`config.mk`:
```
export PLATFORM = sky130hd
export DESIGN_NAME = hazard_detection_unit
export DESIGN_NICKNAME = d
export VERILOG_FILES = /design/src/rtl/hazard_detection_unit.sv
export SDC_FILE = /design/constraint.sdc
export NUM_CORES = 1
export LEC_CHECK = 0
export CAP_MARGIN = 20
export CORE_MARGIN = 10
export CORE_UTILIZATION = 30
export CTS_BUF_LIST = sky130_fd_sc_hd__clkbuf_4
export DETAILED_ROUTE_END_ITERATION = 16
export GPL_TIMING_DRIVEN = 0
export PLACE_DENSITY = 0.84
export SLEW_MARGIN = 10
export SYNTH_ARGS = -nofsm -noshare
export SYNTH_HDL_FRONTEND = slang
export SYNTH_SLANG_ARGS = --single-unit
```
`constraint.sdc`:
```
create_clock -name clk -period 2.2 [get_ports clk]
set_input_delay 0.44 -clock clk [delete_from_list [all_inputs] [get_ports clk]]
set_output_delay 0.44 -clock clk [all_outputs]
set_load 0.03 [all_outputs]
```
`src/rtl/hazard_detection_unit.sv`:
```
// ID/EX data-hazard detector and mul/div sequencer producing the pipeline stall level.
// Optional performance counters are enabled by defining HAZARD_PERF_CNT_EN.
module hazard_detection_unit #(
    parameter int REG_ADDR_W      = 5,
    parameter int LU_STALL_CYCLES = 1,
    parameter int MD_TIMEOUT      = 64,
    parameter int CNT_W           = 32
) (
    input  logic                  clk,
    input  logic                  reset,
    input  logic                  id_valid,
    input  logic [REG_ADDR_W-1:0] id_rs1,
    input  logic [REG_ADDR_W-1:0] id_rs2,
    input  logic                  id_uses_rs1,
    input  logic                  id_uses_rs2,
    input  logic                  ex_valid,
    input  logic [REG_ADDR_W-1:0] ex_rd,
    input  logic                  ex_mem_read,
    input  logic                  ex_muldiv,
    input  logic                  flush_ex,
    input  logic                  md_done,
    output logic                  stall_pipeline,
    output logic                  load_use_stall,
    output logic                  muldiv_stall,
    output logic                  md_start,
    output logic                  md_abort,
    output logic                  md_timeout,
    output logic [CNT_W-1:0]      stall_cycles,
    output logic [CNT_W-1:0]      load_use_events,
    output logic [CNT_W-1:0]      muldiv_events
);

    localparam int TO_W = $clog2(MD_TIMEOUT + 1);

    typedef enum logic [1:0] {
        IDLE,
        LU_STALL,
        MD_WAIT,
        RELEASE
    } state_t;

    state_t          state;
    state_t          next_state;
    logic [1:0]      lu_cnt;
    logic [TO_W-1:0] md_cnt;
    logic            lu_hit;
    logic            md_hit;
    logic            lu_load;
    logic            set_timeout;

    assign lu_hit = id_valid & ex_valid & ex_mem_read & ~ex_muldiv & (ex_rd != '0) &
                    ((id_uses_rs1 & (id_rs1 == ex_rd)) | (id_uses_rs2 & (id_rs2 == ex_rd)));
    assign md_hit = ex_valid & ex_muldiv;

    always_comb begin
        next_state     = state;
        stall_pipeline = 1'b0;
        load_use_stall = 1'b0;
        muldiv_stall   = 1'b0;
        md_start       = 1'b0;
        md_abort       = 1'b0;
        lu_load        = 1'b0;
        set_timeout    = 1'b0;
        case (state)
            IDLE: begin
                if (!flush_ex) begin
                    if (md_hit) begin
                        md_start       = 1'b1;
                        muldiv_stall   = 1'b1;
                        stall_pipeline = 1'b1;
                        next_state     = MD_WAIT;
                    end else if (lu_hit) begin
                        load_use_stall = 1'b1;
                        stall_pipeline = 1'b1;
                        lu_load        = 1'b1;
                        next_state     = (LU_STALL_CYCLES == 1) ? RELEASE : LU_STALL;
                    end
                end
            end
            LU_STALL: begin
                if (flush_ex) begin
                    next_state = IDLE;
                end else begin
                    load_use_stall = 1'b1;
                    stall_pipeline = 1'b1;
                    if (lu_cnt <= 2'd1) begin
                        next_state = RELEASE;
                    end
                end
            end
            MD_WAIT: begin
                // A flush kills the in-flight op even if its result arrives the same cycle.
                if (flush_ex) begin
                    md_abort   = 1'b1;
                    next_state = IDLE;
                end else if (md_done) begin
                    next_state = RELEASE;
                end else if (md_cnt == TO_W'(MD_TIMEOUT)) begin
                    md_abort    = 1'b1;
                    set_timeout = 1'b1;
                    next_state  = IDLE;
                end else begin
                    muldiv_stall   = 1'b1;
                    stall_pipeline = 1'b1;
                end
            end
            RELEASE: begin
                next_state = IDLE;
            end
            default: begin
                next_state = IDLE;
            end
        endcase
        if (reset) begin
            stall_pipeline = 1'b0;
            load_use_stall = 1'b0;
            muldiv_stall   = 1'b0;
            md_start       = 1'b0;
            md_abort       = 1'b0;
            lu_load        = 1'b0;
            set_timeout    = 1'b0;
        end
    end

    always_ff @(posedge clk) begin
        if (reset) begin
            state      <= IDLE;
            lu_cnt     <= 2'd0;
            md_cnt     <= '0;
            md_timeout <= 1'b0;
        end else begin
            state <= next_state;
            if (lu_load) begin
                lu_cnt <= 2'(LU_STALL_CYCLES - 1);
            end else if (state == LU_STALL && lu_cnt != 2'd0) begin
                lu_cnt <= lu_cnt - 2'd1;
            end
            // md_cnt holds the 1-based index of the current MD_WAIT cycle.
            if (md_start) begin
                md_cnt <= TO_W'(1);
            end else if (state == MD_WAIT && md_cnt != TO_W'(MD_TIMEOUT)) begin
                md_cnt <= md_cnt + TO_W'(1);
            end
            if (set_timeout) begin
                md_timeout <= 1'b1;
            end
        end
    end

`ifdef HAZARD_PERF_CNT_EN
    logic [CNT_W-1:0] stall_cnt_q;
    logic [CNT_W-1:0] lu_evt_q;
    logic [CNT_W-1:0] md_evt_q;

    // Saturating counters; a load-use event is only the IDLE-state detection.
    always_ff @(posedge clk) begin
        if (reset) begin
            stall_cnt_q <= '0;
            lu_evt_q    <= '0;
            md_evt_q    <= '0;
        end else begin
            if (stall_pipeline && stall_cnt_q != '1) begin
                stall_cnt_q <= stall_cnt_q + CNT_W'(1);
            end
            if (state == IDLE && load_use_stall && lu_evt_q != '1) begin
                lu_evt_q <= lu_evt_q + CNT_W'(1);
            end
            if (md_start && md_evt_q != '1) begin
                md_evt_q <= md_evt_q + CNT_W'(1);
            end
        end
    end

    assign stall_cycles    = stall_cnt_q;
    assign load_use_events = lu_evt_q;
    assign muldiv_events   = md_evt_q;
`else
    assign stall_cycles    = '0;
    assign load_use_events = '0;
    assign muldiv_events   = '0;
`endif

endmodule

```
# Word-level counts from Yosys, hierarchy flattened
# Cells that the tools add are included.
[totals] register_bits=12 in_bits=25 wordCells=78
[op_classes] add_sub_neg=2 magnitude_cmp=1 n_eq_ne=11 n_mux=40 bitwise=10 reduce_logical=9
[ops] operator="$mux 1" n=28
[ops] operator="$mux 2" n=8
[ops] operator="$eq 5x5->1" n=2
[ops] operator="$and 1x1->1" n=8
[ops] operator="$pmux 2 s4" n=1
[ops] operator="$add 7x1->7 const B" n=1
[ops] operator="$eq 7x7->1 const B" n=1
[ops] operator="$ne 7x7->1 const B" n=1
[ops] operator="$ne 3x3->1 const B" n=2
[ops] operator="$reduce_bool 5->1" n=1
[ops] operator="$eq 2x2->1 const B" n=2
[ops] operator="$ne 4x4->1 const B" n=1
[ops] operator="$pmux 1 s2" n=2
[ops] operator="$reduce_and 4->1" n=1
[ops] operator="$reduce_bool 2->1" n=2
[ops] operator="$reduce_or 2->1" n=2
[ops] operator="$pmux 1 s3" n=1
[ops] operator="$eq 2x1->1 const B" n=1
[ops] operator="$le 2x1->1 const B" n=1
[ops] operator="$logic_and 1x1->1" n=2
[ops] operator="$logic_not 2->1" n=1
[ops] operator="$ne 2x2->1 const B" n=1
[ops] operator="$sub 2x1->2 const B" n=1
[ops] operator="$not 1->1" n=1
[ops] operator="$or 1x1->1" n=1

# Longest topological paths before layout
# Gate-level depths: netlist of run 1.
[depth] ltp_word=11 ltp_mapped=7 depth_no_buf=7

# Worst setup path after synthesis of run 1
# No wires, ideal clock.
[synth_timing] kind="flip-flop to output port" startpoint="register md_cnt[0]" endpoint="output muldiv_stall" arrival_ns=1.885 required_time_ns=1.760 path_slack_ns=-0.125 path_stages_with_launch=7 cell_sequence="dfxtp_1 > inv_1 > ha_1 > nor2b_1 > a21oi_1 > nand2_1 > a211oi_1"
[synth_between] elab_chain_len=6
[synth_lines] element="start, declared" line="45" rtl="logic [TO_W-1:0] md_cnt;"
[synth_lines] element="start signal, assigned" line="142" rtl="md_cnt <= md_cnt + TO_W'(1);"
[synth_lines] element="$eq 7x7->1" line="98" rtl="end else if (md_cnt == TO_W'(MD_TIMEOUT)) begin"
[synth_lines] element="$mux 1" line="98"
[synth_lines] element="$mux 1" line="96" rtl="end else if (md_done) begin"
[synth_lines] element="$mux 1" line="93" rtl="if (flush_ex) begin"
[synth_lines] element="$pmux 1 s2" line="64" rtl="case (state)"
[synth_lines] element="$mux 1" line="114" rtl="if (reset) begin"
[synth_lines] element="end, declared" line="24" rtl="output logic muldiv_stall,"
# No other way between the ends.

# Worst setup path in the final report of run 1
[layout_timing] startpoint="input ex_rd[2]" endpoint="output stall_pipeline"
[layout_between] elab_chain_len=9
[layout_lines] element="start, declared" line="17" rtl="input logic [REG_ADDR_W-1:0] ex_rd,"
[layout_lines] element="$eq 5x5->1" line="52" rtl="((id_uses_rs1 & (id_rs1 == ex_rd)) | (id_uses_rs2 & (id_rs2 == ex_rd)));"
[layout_lines] element="$and 1x1->1" line="52"
[layout_lines] element="$or 1x1->1" line="52"
[layout_lines] element="$and 1x1->1 (*)" line="51" rtl="assign lu_hit = id_valid & ex_valid & ex_mem_read & ~ex_muldiv & (ex_rd != '0) &"
[layout_lines] element="$mux 1 (*)" line="72" rtl="end else if (lu_hit) begin"
[layout_lines] element="$mux 1 (*)" line="67" rtl="if (md_hit) begin"
[layout_lines] element="$mux 1 (*)" line="66" rtl="if (!flush_ex) begin"
[layout_lines] element="$pmux 1 s3 (*)" line="64"
[layout_lines] element="$mux 1 (*)" line="114"
[layout_lines] element="end, declared" line="22" rtl="output logic stall_pipeline,"
# Mark *: on every way between the ends. The rest lies on a longest branch, timed or not.

==> results of run 1 <==
[kinds of logic (layout without fill, tap and decap cells)]
kind of cell	Yosys count	in the layout	share of synthesized area
AO/OA/AOI/OAI	16	16	0.07121
XOR/XNOR	17	17	0.09415
adder cells (fa/ha/maj)	3	3	0.02374
buffers and inverters	105	147	0.4786
flip-flops	12	12	0.1519
other	1	96	0.002371
AND/OR/NAND/NOR	50	50	0.1780
[flip-flops by register name, indices dropped and copies added (netlist names)]
name and count:
state 2, md_cnt 7, md_timeout 1, lu_cnt 2
[routing by layer]
metal	up-vias	GRT usage	routed length (µm)
met5	-	0	0
met4	0	0.01157	65
met3	6	0.06376	690
met2	74	0.1853	2511
met1	622	0.08032	1295
li1	745	-	-
[through the flow]
| step | hold WS [ps] | setup TNS (ps) | area, µm² | worst slack (ps) |
|---|---|---|---|---|
| after floorplan | 470.9 | 0 | 1948 | 121.0 |
| after global placement | 477.8 | -2921 | 2326 | -876.9 |
| after detailed placement | 476.1 | -2921 | 2326 | -899.2 |
| after CTS | 508.8 | -171.4 | 2402 | -100.7 |
| after global routing | 562.3 | -109.7 | 2479 | -68.01 |
| final | 522.6 | -2.478 | 2479 | -2.478 |
[report_power, final]
part           internal [mW]  total, mW  leakage [nW]  switching [mW]
clock network         0.0633      0.130        0.0138          0.0664
registers              0.228      0.235        0.0986         0.00684
logic                  0.227      0.590          1.32           0.362
total                  0.519      0.954          1.44           0.436
[worst max-delay path, stage by stage]
cell,delay (ps)
buf_8,100
or4_4,540
nor2_4,140
nor3_4,50
buf_4,140
a21oi_2,120
nor3_2,50
buf_4,170
[layout by cell type (no fill, tap or decap), types with 2 or more instances in the layout]
master / Yosys / routed
clkdlybuf4s50_1: 0 / 4
o21ai_0: 2 / 2
buf_6: 0 / 2
a21oi_1: 5 / 3
clkbuf_4: 0 / 3
nand4_1: 2 / 2
buf_4: 96 / 109
conb_1: 1 / 96
dlygate4sd2_1: 0 / 6
a211oi_2: 1 / 2
inv_1: 5 / 3
dfxtp_1: 12 / 9
a21oi_2: 0 / 2
dlymetal6s2s_1: 0 / 9
dfxtp_2: 0 / 3
xor2_1: 3 / 3
ha_1: 3 / 2
buf_2: 2 / 3
xnor2_1: 14 / 14
clkbuf_2: 0 / 4
nor2_1: 15 / 14
nand2b_1: 2 / 2
nor3_2: 2 / 3
inv_2: 0 / 2
nand3_1: 2 / 2
and4_1: 2 / 2
nor2b_1: 3 / 2
nand2_1: 8 / 7
nor3_1: 6 / 4
[timing repair]
| action | in CTS | in global routing |
|---|---|---|
| setup endpoints to repair | 5 | 5 |
| hold endpoints to repair | 0 | 0 |
| pin swaps | 6 | 19 |
| resized for setup | 54 | 34 |
| buffers inserted | 5 | 5 |
| hold buffers | 0 | 0 |
[how the worst max path moves through the flow]
stage / end / cells past startpoint / start / slack [ps]
after floorplan: md_abort / 5 / md_cnt[2] / 120
after global placement: load_use_stall / 7 / ex_rd[2] / -880
after detailed placement: load_use_stall / 7 / ex_rd[0] / -900
after CTS: load_use_stall / 7 / ex_rd[4] / -100
after global routing: stall_pipeline / 8 / ex_rd[2] / -70
final: stall_pipeline / 8 / ex_rd[2] / -2
[cell type report]
cell class	instances	area, µm²	share of cell area
inverters	5	18.77	0.007572
clock buffers	3	22.52	0.009086
multi-input cells	182	1006	0.4059
flip-flops and latches	12	244.0	0.09844
well taps	70	87.58	0.03534
repair buffers	39	360.3	0.1454
plain buffers	100	739.5	0.2983
==> flow_summary.toml, run 1 <==
[run_status]
outcome = "finished with violations"
failed_checks = "setup timing"

[die]
rows = 26
die_w_um = 92.61
dieHeight_um = 92.61
ios = 127
die-area_um2 = 8576
core_um2 = 5107
start_util = 0.3097

[logic_synthesis]
yosysMostFrequentCell = "buf_4"
async_reset_ff_frac = 0
synth_area_leaders = "buf_4 (46%), dfxtp_1 (15%), xnor2_1 (7.8%)"
synth-seq-cells = 12
syn_area_per_cell_um2 = 7.753
synth_edf_count = 0
synthCells = 204
synth_cell_type_count = 37
synth_warnings = 0
synthFlopType = "dfxtp_1"
synth_area_um2 = 1582
ys_seq_area_frac = 0.1519
synthTopCellsByCount = "buf_4 (96), nor2_1 (15), xnor2_1 (14)"
yosysTopAreaCellShare = 0.4557
synth_area_leader_cell = "buf_4"

[cells_and_area]
instances_no_fill = 411
final_core_util = 0.4853
fin_nets = 371
synthToLayoutAreaGrowth_pct = 56.72
fill_cells = 498
diodes = 0
drive_above_1_share = 0.4282

[routing]
detail-route-antenna-nets = 0
wl_mm = 4.563
first_pass_iters = 4
vias = 1447
dr.first_iter.drc_count = 111
drcViolationCount = 0
wire_per_inst_um = 11.10
viasPerCell = 3.521

[timing]
finalCritPeriodShare = 1.001
period_needed_ps = 2202
skew_ps = 1.888
hold_viol = 0
slew_violations = 0
finalSetupViolations = 1
setup_ws_ps = -2.478
clock.fmax_mhz = 454.0
grt_setup_unrepaired = "yes"

[global_routing]
overflow = 0
grtUsageTotal = 0.09538
grt_antenna_before_repair = 0
grt_pass1_vias = 1382
grt_pass1_wl_mm = 6.706
grt_max_degree = 11

[power_and_ir_drop]
power.total_uw = 954.4
vdd_drop_max_mv = 0.1961
power_per_cell_area_nw_per_um2 = 385.1
p_leak_nw = 1.436

[worst_setup_path]
cp.required_ps = 1760
rr_endpoint = "md_cnt[5]"
worstSetupEndpointType = "output pin"
critPathLaunchType = "primary input"
worstSetupPathType = "in2out"
r2r-start = "state[1]"
critPathMaxFanout = 3
reg2reg_depth = 6
cp.arrival_ps = 1760
rrSetupSlack_ps = 730

[clock_tree]
cts_tree = "done"
clk_path_buf_depth = 2
worstSkewPairLatency_ps = 270
clock-sinks = 12
root_buffer = "clkbuf_4"
htreeDepth = 1
numCtsBuffers = 3
clkTransAtPathRegs_ps = 70

[min_path]
hold_path_depth = 2
hold_end = "md_timeout"
min_from = "md_timeout"
hold_path.class = "reg2reg"

[placed_design]
io_buffers = 29
dp_cells = 398
dp_hpwl_mm = 3.853
place.gp.congestion = 0.8412

[run]
cap_viol_max_count = 0
Power figures use the tool's default switching activity.
==> run 2, diff against run 1 <==
--- a/config.mk
+++ b/config.mk
@@ -6,9 +6,11 @@
 export NUM_CORES = 1
 export LEC_CHECK = 0
 export CAP_MARGIN = 20
+export CORE_ASPECT_RATIO = 1.5
 export CORE_MARGIN = 10
 export CORE_UTILIZATION = 30
 export CTS_BUF_LIST = sky130_fd_sc_hd__clkbuf_4
+export CTS_CLUSTER_SIZE = 12
 export DETAILED_ROUTE_END_ITERATION = 16
 export GPL_TIMING_DRIVEN = 0
 export PLACE_DENSITY = 0.84
==> flow_summary.toml, run 2 (same netlist as run 1, synthesis figures left out) <==
[run_status]
outcome = "finished with violations"
failed_checks = "setup timing"

[worst_setup_path]
worstSetupPathType = "reg2out"
cp.arrival_ps = 1770
critPathLaunchType = "register"
cp.required_ps = 1760
path_buf_inv = 2
critPathMaxFanout = 3
path_cells = "inv_2 -> ha_4 -> nor2b_4 -> nand2_2 -> a311o_1 -> a21oi_2 -> nor3_2 -> buf_4"
cpLargestDelayFamily = "compound AO/OA/AOI/OAI gates"
max_stage_delay_ps = 350
slowest_stage = "dfxtp_4"
worstSetupEndpointType = "output pin"

[die]
die_w_um = 79.29
core_um2 = 5125
start_util = 0.3086
dieHeight_um = 108.9
ios = 127
rows = 32
die-area_um2 = 8636

[timing]
clock.fmax_mhz = 453.4
slew_violations = 0
setup_ws_ps = -5.694
finalSetupViolations = 1
period_needed_ps = 2206
skew_ps = 6.857
finalCritPeriodShare = 1.003
hold_viol = 0
hold_ws_ps = 495.8
setup-tns-final_ps = -5.694
grt_setup_unrepaired = "yes"

[placed_design]
post-place-ws_ps = -900.9
place_area_um2 = 2323
dp_hpwl_mm = 3.881
io_buffers = 29
place.gp.congestion = 0.8033
dp_cells = 396

[clock_tree]
cts_tree = "done"
root_buffer = "clkbuf_4"
numCtsBuffers = 3
clock-sinks = 12
worstSkewPairLatency_ps = 280
clk_path_buf_depth = 2
clkTransAtPathRegs_ps = 80
htreeDepth = 1

[cells_and_area]
diodes = 0
largest_reg_flops = 7
final_area_um2 = 2501
drive_above_1_share = 0.4386
final_cell_mix = "buf_4 (110), conb_1 (96), nor2_1 (15), dlygate4sd2_1 (14), xnor2_1 (13)"
regMostFlops = "md_cnt"
fill_cells = 533
final_core_util = 0.4880
fin_nets = 372
final_common_cell = "buf_4"
reg_top3 = "md_cnt x7, lu_cnt x2, state x2"
synthToLayoutAreaGrowth_pct = 58.15
instances_no_fill = 410

[routing]
first_pass_iters = 4
dr.first_iter.drc_count = 27
wl_mm = 4.493
vias = 1456
drcViolationCount = 0
viasPerCell = 3.551
wire_per_inst_um = 10.96
detail-route-antenna-nets = 0

[power_and_ir_drop]
power_per_cell_area_nw_per_um2 = 389.0
p_leak_nw = 1.390
power.total_uw = 972.8
vdd_drop_max_mv = 0.1780

[global_routing]
grt_pass1_vias = 1544
grt_max_degree = 11
grt_pass1_wl_mm = 6.679
overflow = 0
grt_antenna_before_repair = 0
grtUsageTotal = 0.09493

[run]
cap_viol_max_count = 0

[min_path]
hold_path.class = "reg2reg"
-- run 2: what timing repair did --
action                                  in CTS  in global routing
pin swaps                                   22                 13
hold buffers                                 0                  0
gates resized for setup                     81                 15
setup buffers                                8                  3
endpoints found under the setup margin       5                  4
-- run 2: worst paths after layout --
check        slack [ps]  depth (start not counted)        endpoint        from
min reg2reg         500                          2      md_timeout  md_timeout
min                 500                          2      md_timeout  md_timeout
max reg2reg         740                          6       md_cnt[5]    state[1]
max                  -6                          8  stall_pipeline   md_cnt[0]
-- run 2: power breakdown --
group	internal [mW]	total, mW	switching, mW
combinational	0.233	0.600	0.367
sequential	0.229	0.234	0.00535
clock	0.0636	0.139	0.0753
-- run 2: layer usage --
metal  GRT usage  part of all wire
met1     0.07520              0.32
met4     0.02956             0.011
met2      0.1725              0.50
met5           0                 0
met3     0.07496              0.17
-- run 2: area by class of cell --
type,count,area [µm²],share of cell area
Tap cell,68,85.08,0.03402
Buffer,100,739.5,0.2956
Sequential cell,12,247.7,0.09905
Timing Repair Buffer,40,354.1,0.1416
Inverter,5,18.77,0.007504
Multi-Input combinational cell,182,1033,0.4132
Clock buffer,3,22.52,0.009004
-- run 2: worst register-to-register path, stage by stage, from the launching register on --
cell     delay [ps]
dfxtp_1         310
buf_2           200
nor2b_1         230
and4_1          260
nand3_1         120
xor2_1          170
nor2_1           50
==> run 3, diff against run 2 <==
--- a/config.mk
+++ b/config.mk
@@ -13,7 +13,7 @@
 export CTS_CLUSTER_SIZE = 12
 export DETAILED_ROUTE_END_ITERATION = 16
 export GPL_TIMING_DRIVEN = 0
-export PLACE_DENSITY = 0.84
+export PLACE_DENSITY = 0.73
 export SLEW_MARGIN = 10
 export SYNTH_ARGS = -nofsm -noshare
 export SYNTH_HDL_FRONTEND = slang
==> flow_summary.toml, run 3 (same netlist as run 1, synthesis figures left out) <==
[run_status]
outcome = "completed"

[worst_setup_path]
cp-endpoint = "stall_pipeline"
worstSetupPathType = "in2out"
worstSetupEndpointType = "output pin"
critPathLaunchType = "primary input"
cp-startpoint = "ex_rd[2]"
cp.arrival_ps = 1750
reg2reg_depth = 6
cp.required_ps = 1760
rr_endpoint = "md_cnt[6]"
r2r-start = "state[1]"
critPathMaxFanout = 3
rrSetupSlack_ps = 760

[timing]
clock.fmax_mhz = 455.7
setup-tns-final_ps = 0
hold_ws_ps = 488.3
hold_viol = 0
finalSetupViolations = 0
finalCritPeriodShare = 0.9974
slew_violations = 0
skew_ps = 3.296
period_needed_ps = 2194
grt_setup_unrepaired = "yes"

[cells_and_area]
final_common_cell = "buf_4"
regMostFlops = "md_cnt"
largest_reg_flops = 7
final_cell_mix = "buf_4 (113), conb_1 (96), nor2_1 (14), xnor2_1 (14), dlygate4sd2_1 (10)"
fill_cells = 547
drive_above_1_share = 0.4422
diodes = 0
fin_nets = 375
multi_input_area_um2 = 1023
synthToLayoutAreaGrowth_pct = 59.18
reg_top3 = "md_cnt x7, lu_cnt x2, state x2"
seqCellArea_um2 = 247.7

[global_routing]
grt_max_degree = 11
grtUsageTotal = 0.09913
grt_pass1_wl_mm = 6.969
grt_antenna_before_repair = 0
overflow = 0
grt_pass1_vias = 1574

[die]
die-area_um2 = 8636
dieHeight_um = 108.9
ios = 127
rows = 32
die_w_um = 79.29
core_um2 = 5125
start_util = 0.3086

[routing]
detail-route-antenna-nets = 0
dr.first_iter.drc_count = 7
vias = 1465
drcViolationCount = 0
viasPerCell = 3.539
first_pass_iters = 3
wire_per_inst_um = 10.49
wl_mm = 4.344

[placed_design]
dp_hpwl_mm = 3.797
place.gp.congestion = 0.7379
io_buffers = 29

[clock_tree]
htreeDepth = 1
cts_hold_buf = 0
clk_path_buf_depth = 2
clock-sinks = 12
cts_tree = "done"
worstSkewPairLatency_ps = 280
clkTransAtPathRegs_ps = 80
root_buffer = "clkbuf_4"
numCtsBuffers = 3

[power_and_ir_drop]
vdd_drop_max_mv = 0.1428
p_leak_nw = 1.401
power_per_cell_area_nw_per_um2 = 387.8

[min_path]
hold_path.class = "reg2reg"

[run]
cap_viol_max_count = 0
-- run 3: worst min-delay path by stage --
stage,from,to,slack [ps],cells after the start
global route,md_timeout,md_timeout,530,2
CTS,md_timeout,md_timeout,520,2
global placement,md_cnt[6],md_cnt[6],490,2
floorplan,md_cnt[6],md_cnt[6],470,2
finish,md_timeout,md_timeout,490,2
detailed placement,md_cnt[6],md_cnt[6],500,2
-- run 3: routing by layer --
metal,routed length [µm],part of all wire,track usage
met1,1326,0.31,0.07810
met2,2160,0.50,0.1778
met3,810,0.19,0.07825
met4,46,0.011,0.03728
met5,0,0,0
-- run 3: worst max-delay path, stage by stage --
cell and delay [ps]:
buf_8 100, or4_4 550, nor2_4 120, nor3_4 50, buf_4 130, a21oi_2 130, nor3_2 60, buf_4 170
-- run 3: layout make-up --
type                    count  share of cell area
multi-input cells         182              0.4066
plain buffers             100              0.2942
repair buffers             43              0.1491
flip-flops and latches     12             0.09841
well taps                  68             0.03380
clock buffers               3            0.008946
inverters                   5            0.007455
clock inverters             1            0.001491
-- run 3: report_power, final --
group	switching (mW)	internal, mW
clock	0.0755	0.0658
sequential	0.00492	0.229
combinational	0.364	0.238
total	0.444	0.532
-- run 3: timing repair --
| item | CTS | global route |
|---|---|---|
| endpoints found under the setup margin | 5 | 4 |
| resized for setup | 78 | 19 |
| buffers inserted | 10 | 4 |
| pin swaps | 23 | 17 |
-- run 3: metrics by stage --
stage / instance area [µm²] / power (mW) / util / instances / worst slack, ps
finish: 2517 / 0.9761 / 0.4912 / 414 / 5.648
global route: 2517 / 1.043 / 0.4912 / 414 / -50.28
CTS: 2451 / 0.9356 / 0.4783 / 410 / -22.60
detailed placement: 2323 / 0.7834 / 0.4534 / 396 / -910.3
global placement: 2323 / 0.7822 / 0.4534 / 396 / -882.8
floorplan: 1948 / 0.7034 / - / 299 / 121.0
